[config.mk]
export PLATFORM = sky130hd
export DESIGN_NAME = vga_rom_arbiter
export DESIGN_NICKNAME = d
export VERILOG_FILES = /design/src/rtl/vga_rom_arbiter.sv
export SDC_FILE = /design/constraint.sdc
export NUM_CORES = 1
export LEC_CHECK = 0
export CAP_MARGIN = 5
export CORE_ASPECT_RATIO = 0.7
export CORE_UTILIZATION = 30
export CTS_CLUSTER_DIAMETER = 150
export DETAILED_ROUTE_END_ITERATION = 16
export PLACE_DENSITY_LB_ADDON = 0.2
export SLEW_MARGIN = 40
export SYNTH_ARGS = -nofsm -noshare
export SYNTH_HDL_FRONTEND = slang
export SYNTH_SLANG_ARGS = --single-unit
[constraint.sdc]
create_clock -name clk -period 3.41 [get_ports clk]
set_input_delay 0.682 -clock clk [delete_from_list [all_inputs] [get_ports clk]]
set_output_delay 0.682 -clock clk [all_outputs]
set_load 0.01 [all_outputs]
[src/rtl/vga_rom_arbiter.sv]
// Two-port read arbiter in front of a shared single-port ROM (one-cycle read latency).
// Port 0 (pixel fetch) has priority; port 1 wins once it has been denied STARVE_MAX cycles.
module vga_rom_arbiter #(
   parameter int STARVE_MAX = 4
) (
   input  logic        clk,
   input  logic        rst_n,
   input  logic        r0_req,
   input  logic [10:0] r0_addr,
   output logic        r0_gnt,
   output logic        r0_valid,
   output logic [7:0]  r0_data,
   input  logic        r1_req,
   input  logic [10:0] r1_addr,
   output logic        r1_gnt,
   output logic        r1_valid,
   output logic [7:0]  r1_data,
   output logic [10:0] rom_addr,
   input  logic [7:0]  rom_data
);

   localparam int AW = (STARVE_MAX < 1) ? 1 : $clog2(STARVE_MAX + 1);
   localparam logic [AW-1:0] AGE_MAX = AW'(STARVE_MAX);

   logic [AW-1:0] r_age1;
   logic          r_s2_v;
   logic          r_s2_id;

   logic w_elig0;
   logic w_elig1;
   logic w_sel_v;
   logic w_sel_id;

   // A port is never re-arbitrated in its own grant cycle.
   assign w_elig0  = r0_req & ~r0_gnt;
   assign w_elig1  = r1_req & ~r1_gnt;
   assign w_sel_v  = w_elig0 | w_elig1;
   assign w_sel_id = w_elig1 & (~w_elig0 | (r_age1 == AGE_MAX));

   // The grant registers double as the first owner stage (ROM address cycle).
   always_ff @(posedge clk or negedge rst_n) begin
      if (!rst_n) begin
         r0_gnt   <= 1'b0;
         r1_gnt   <= 1'b0;
         rom_addr <= 11'd0;
         r_s2_v   <= 1'b0;
         r_s2_id  <= 1'b0;
         r0_valid <= 1'b0;
         r1_valid <= 1'b0;
         r0_data  <= 8'h00;
         r1_data  <= 8'h00;
      end else begin
         r0_gnt   <= w_sel_v & ~w_sel_id;
         r1_gnt   <= w_sel_v & w_sel_id;
         if (w_sel_v) begin
            rom_addr <= w_sel_id ? r1_addr : r0_addr;
         end
         r_s2_v   <= r0_gnt | r1_gnt;
         r_s2_id  <= r1_gnt;
         r0_valid <= r_s2_v & ~r_s2_id;
         r1_valid <= r_s2_v & r_s2_id;
         if (r_s2_v && !r_s2_id) begin
            r0_data <= rom_data;
         end
         if (r_s2_v && r_s2_id) begin
            r1_data <= rom_data;
         end
      end
   end

   always_ff @(posedge clk or negedge rst_n) begin
      if (!rst_n) begin
         r_age1 <= '0;
      end else if (w_sel_v && w_sel_id) begin
         r_age1 <= '0;
      end else if (w_elig1 && (r_age1 != AGE_MAX)) begin
         r_age1 <= r_age1 + 1'b1;
      end
   end

endmodule

=== Yosys cells after proc, flatten, opt, wreduce, memory -nomap -nowiden ===
Cells that the tools add are included.

* Register bits after elaboration: 36
* Input port bits: 34
* Output and inout port bits: 31

* Add/sub/neg operators: 1
* Equal/unequal tests: 2
* Mux-type cells: 3
* Bitwise logic cells: 15
* Reduce and logical (&&, ||, !) cells: 6

{| class="wikitable"
|+ Operators with widths
! operator !! count
|-
| $mux W11 || 1
|-
| $and A1 B1 Y1 || 7
|-
| $mux W3 || 2
|-
| $not A1 Y1 || 5
|-
| $logic_and A1 B1 Y1 || 4
|-
| $add A3 B1 Y3 const B || 1
|-
| $eq A3 B3 Y1 const B || 1
|-
| $ne A3 B3 Y1 const B || 1
|-
| $or A1 B1 Y1 || 3
|-
| $reduce_bool A2 Y1 || 1
|-
| $logic_not A1 Y1 || 1
|}

=== Longest topological paths before layout ===
* Depth after elaboration: 7
* Mapped depth: 6
* Gate-level depth less buffers: 5

=== Worst setup path after synthesis ===
OpenSTA, ideal clock, no wires.

* Kind: input to register
* Start: in r0_req
* End: reg rom_addr[1]
* Setup time: 0.126 ns
* Arrival time: 1.456 ns
* Data required time: 3.284 ns
* Setup slack: 1.828 ns
* Stages on the path: 4
* Path buffers: 1
* Cells stage by stage: nor2b_2 o21a_1 buf_2 a221o_1

* Longest elaborated chain between the ends: 5

{| class="wikitable"
|+ RTL lines
! element !! RTL line !! RTL
|-
| start, declared || 8 || <nowiki>input logic r0_req,</nowiki>
|-
| $and A1 B1 Y1 * || 35 || <nowiki>assign w_elig0 = r0_req & ~r0_gnt;</nowiki>
|-
| $not A1 Y1 || 38 || <nowiki>assign w_sel_id = w_elig1 & (~w_elig0 | (r_age1 == AGE_MAX));</nowiki>
|-
| $or A1 B1 Y1 || 38 ||
|-
| $and A1 B1 Y1 || 38 ||
|-
| $mux W11 || 56 || <nowiki>rom_addr <= w_sel_id ? r1_addr : r0_addr;</nowiki>
|-
| end signal, assigned || 56 ||
|-
| end, declared || 18 || <nowiki>output logic [10:0] rom_addr,</nowiki>
|}

Every way passes the cells marked *; elsewhere a longest branch is shown, timed or not.
A chain may end at the register's enable or synchronous reset.

=== Worst setup path after layout ===
* Start: in r0_req
* End: reg rom_addr[3]

The elaborated chain is that of the path after synthesis.

==> flow_summary_export.csv <==
group,metric,value,unit
flow_run,maxCapViolCount,0,
sta,slew_headroom,57.6,%
run_status,status,"finished, final reports clean",
logic_synthesis,synthesis.nets,140,
cells_and_area,area_growth,53.4,%
sta,setup_slack,1.20,ns
logic_synthesis,ys_seq_area_share,62.0,%
cts,cts_tree,"yes",
drt,wl,3.50,mm
worst_setup_path,worstPathRequired,3.63,ns
min_path,min_path_type,"in2async",
logic_synthesis,synth-seq-cells,36,
sta,skew,0.00485,ns
sta,rsz0062_at_grt,"no",
sta,whs,0.344,ns
placed_design,port_buffers,64,
cts,cts_max_level,2,
cells_and_area,utilization,49.7,%
sta,min_period,2.21,ns
cells_and_area,drive_gt1_share,17.0,%
drt,routedWlPerCell,15.5,um
floorplan,io_pins,65,
sta,slew_viol_final,0,
cts,path_clk_slew,0.07,ns
cells_and_area,layout.cells.non_filler,226,
floorplan,die_w,85.2,um
logic_synthesis,synth_area,1450,sq um
floorplan,fp.dieH,60.2,um
logic_synthesis,yosysTopAreaCell,"dfrtp_1",
power_and_ir_drop,p_sw_share,27.1,%
cts,cts.root.buffer_cell,"clkbuf_8",
drt,dr_total_vias,1094,
worst_setup_path,r2r_slack,1.65,ns
placed_design,dp_hpwl,2.53,mm
cts,clk_latency,0.28,ns
power_and_ir_drop,ir_worst_vdd,0.000224,V
global_routing,antenna_found_initial,0,
floorplan,placementRows,20,
logic_synthesis,synth.distinct_cells,20,
cells_and_area,nets,206,
placed_design,dp_cells,218,
sta,post-route-period-util,64.8,%
logic_synthesis,yosysWarnings,0,
global_routing,grt_pass1_vias,1208,
power_and_ir_drop,pwr-share-comb,30.7,%
worst_setup_path,cp-end-kind,"flop",
cts,cts_post_setup_buffers_inserted,0,
power_and_ir_drop,power,1.25,mW
worst_setup_path,rr_startpoint,"r0_gnt",
logic_synthesis,avgSynthCellArea,14.0,sq um
worst_setup_path,critPathLaunch,"r0_req",
global_routing,grt_start_max_net_pins,37,
worst_setup_path,reg2reg_to,"rom_addr[3]",
drt,drtIter0Drc,35,
power_and_ir_drop,power_density,563,nW/um^2
power_and_ir_drop,p_clk_share,24.8,%
worst_setup_path,crit_fanout,15,
logic_synthesis,synth_area_leaders,"dfrtp_1, mux2_2, a221o_1",
drt,dr.pass1.iters,4,
power_and_ir_drop,p_switching,340,uW
worst_setup_path,start_kind,"input pin",
global_routing,grt_first_pass_wirelength,5.73,mm
drt,drc,0,
logic_synthesis,synthCells,104,
worst_setup_path,endpoint,"rom_addr[3]",
drt,ant_nets,0,
cts,cts_buffers,5,
cells_and_area,final_cell_area,2230,sq um
logic_synthesis,synthFlopType,"dfrtp_1",
global_routing,grt_overflow,0,
placed_design,post-place-ws,0.770,ns
logic_synthesis,synthDominantCellAreaShare,62.0,%
power_and_ir_drop,p_seq_share,44.6,%
cts,cts_sinks,36,
cts,clock_path_buffers,2,
floorplan,fp.coreArea,4480,sq um
sta,setup_violations,0,
worst_setup_path,critPathKind,"in2reg",
floorplan,start_util,32.4,%
logic_synthesis,async_reset_ff_share,100,%
drt,viasPerCell,4.84,
cts,cts_resized,0,
worst_setup_path,arrival,2.43,ns
power_and_ir_drop,p_int,914,uW
cells_and_area,antenna_cells,0,
placed_design,gp_congestion,0.761,
logic_synthesis,synth_edf_count,0,
sta,max_slew.worst_pin.slew,0.633,ns
sta,fin_setup_tns,0,ns
placed_design,placed_area,2130,sq um
floorplan,die_area,5130,sq um
worst_setup_path,rr_worst_depth,3,
cts,cts_hold_buf,0,
sta,finalHoldViolCount,0,
power_and_ir_drop,p_leak,0.931,nW
sta,fmax,452,MHz
global_routing,track_usage,15.2,%
-- worst min path at each step --
stage / end / cells past startpoint / slack [ns]
after global routing: r1_data[6] / 1 / 0.36
final: rom_addr[7] / 1 / 0.34
after CTS: r_s2_id / 0 / 0.46
after global placement: r_s2_id / 0 / 0.46
after floorplan: r0_data[0] / 0 / 0.39
after detailed placement: r_s2_id / 0 / 0.46
-- power groups by stage --
stage / clock network [mW] / registers [mW] / logic [mW]
after floorplan: 0 / 0.597 / 0.123
after global placement: 0 / 0.562 / 0.378
after detailed placement: 0 / 0.567 / 0.386
after CTS: 0.321 / 0.560 / 0.388
after global routing: 0.350 / 0.570 / 0.414
final: 0.310 / 0.559 / 0.385
-- synth_stat cells (2+ instances only) --
library cell / count
dfrtp_1: 36
mux2_2: 16
a221o_1: 11
nor3b_1: 11
nand2_1: 7
inv_1: 5
buf_2: 4
ha_1: 2
-- cell families after synthesis --
group	synth area share, %
and+or+nand+nor	10.9
DFF	62.0
AOI/OAI and AO/OA	9.82
muxes	12.4
buffers and inverters	3.19
adders and majority gates	1.72
-- critical path, cell delays in order --
cell	delay, ns
clkdlybuf4s50_1	0.45
nor2b_2	0.54
o21a_1	0.51
a221o_1	0.24
-- cell type report --
type	instances	area, sq um
clock buffer	6	82.6
fill	389	2250
inverter	5	18.8
multi-input combinational	58	509
clock inverter	2	10.0
timing repair buffer	64	638
tap	55	68.8
sequential	36	901
-- registers in the layout, summed over array words and instances (netlist names) --
name      flops
r0_data       8
r0_gnt        1
r0_valid      1
r1_data       8
r1_gnt        1
r1_valid      1
r_age1        3
r_s2_id       1
r_s2_v        1
rom_addr     11
-- per-layer routing --
layer / GRT usage (%) / part of all wire (%) / vias to the layer above
li1: - / - / 509
met4: 7.26 / 1.4 / 0
met3: 4.28 / 3.9 / 5
met1: 20.2 / 49 / 546
met5: 0 / 0 / -
met2: 23.2 / 46 / 34
-- cell usage in the layout (no fill, tap or decap), drive strengths merged --
master          n
dfrtp          36
clkbuf          6
o22ai           1
and2b           1
nand4           1
buf             1
inv             5
o311ai          1
o21a            1
nand2           7
a21oi           1
a221o          11
mux2           16
or2             1
ha              2
nor3b          11
nand2b          2
clkdlybuf4s50  63
nor2b           1
clkinv          2
o21ai           1
No activity file was read; power rests on OpenSTA's default activity.
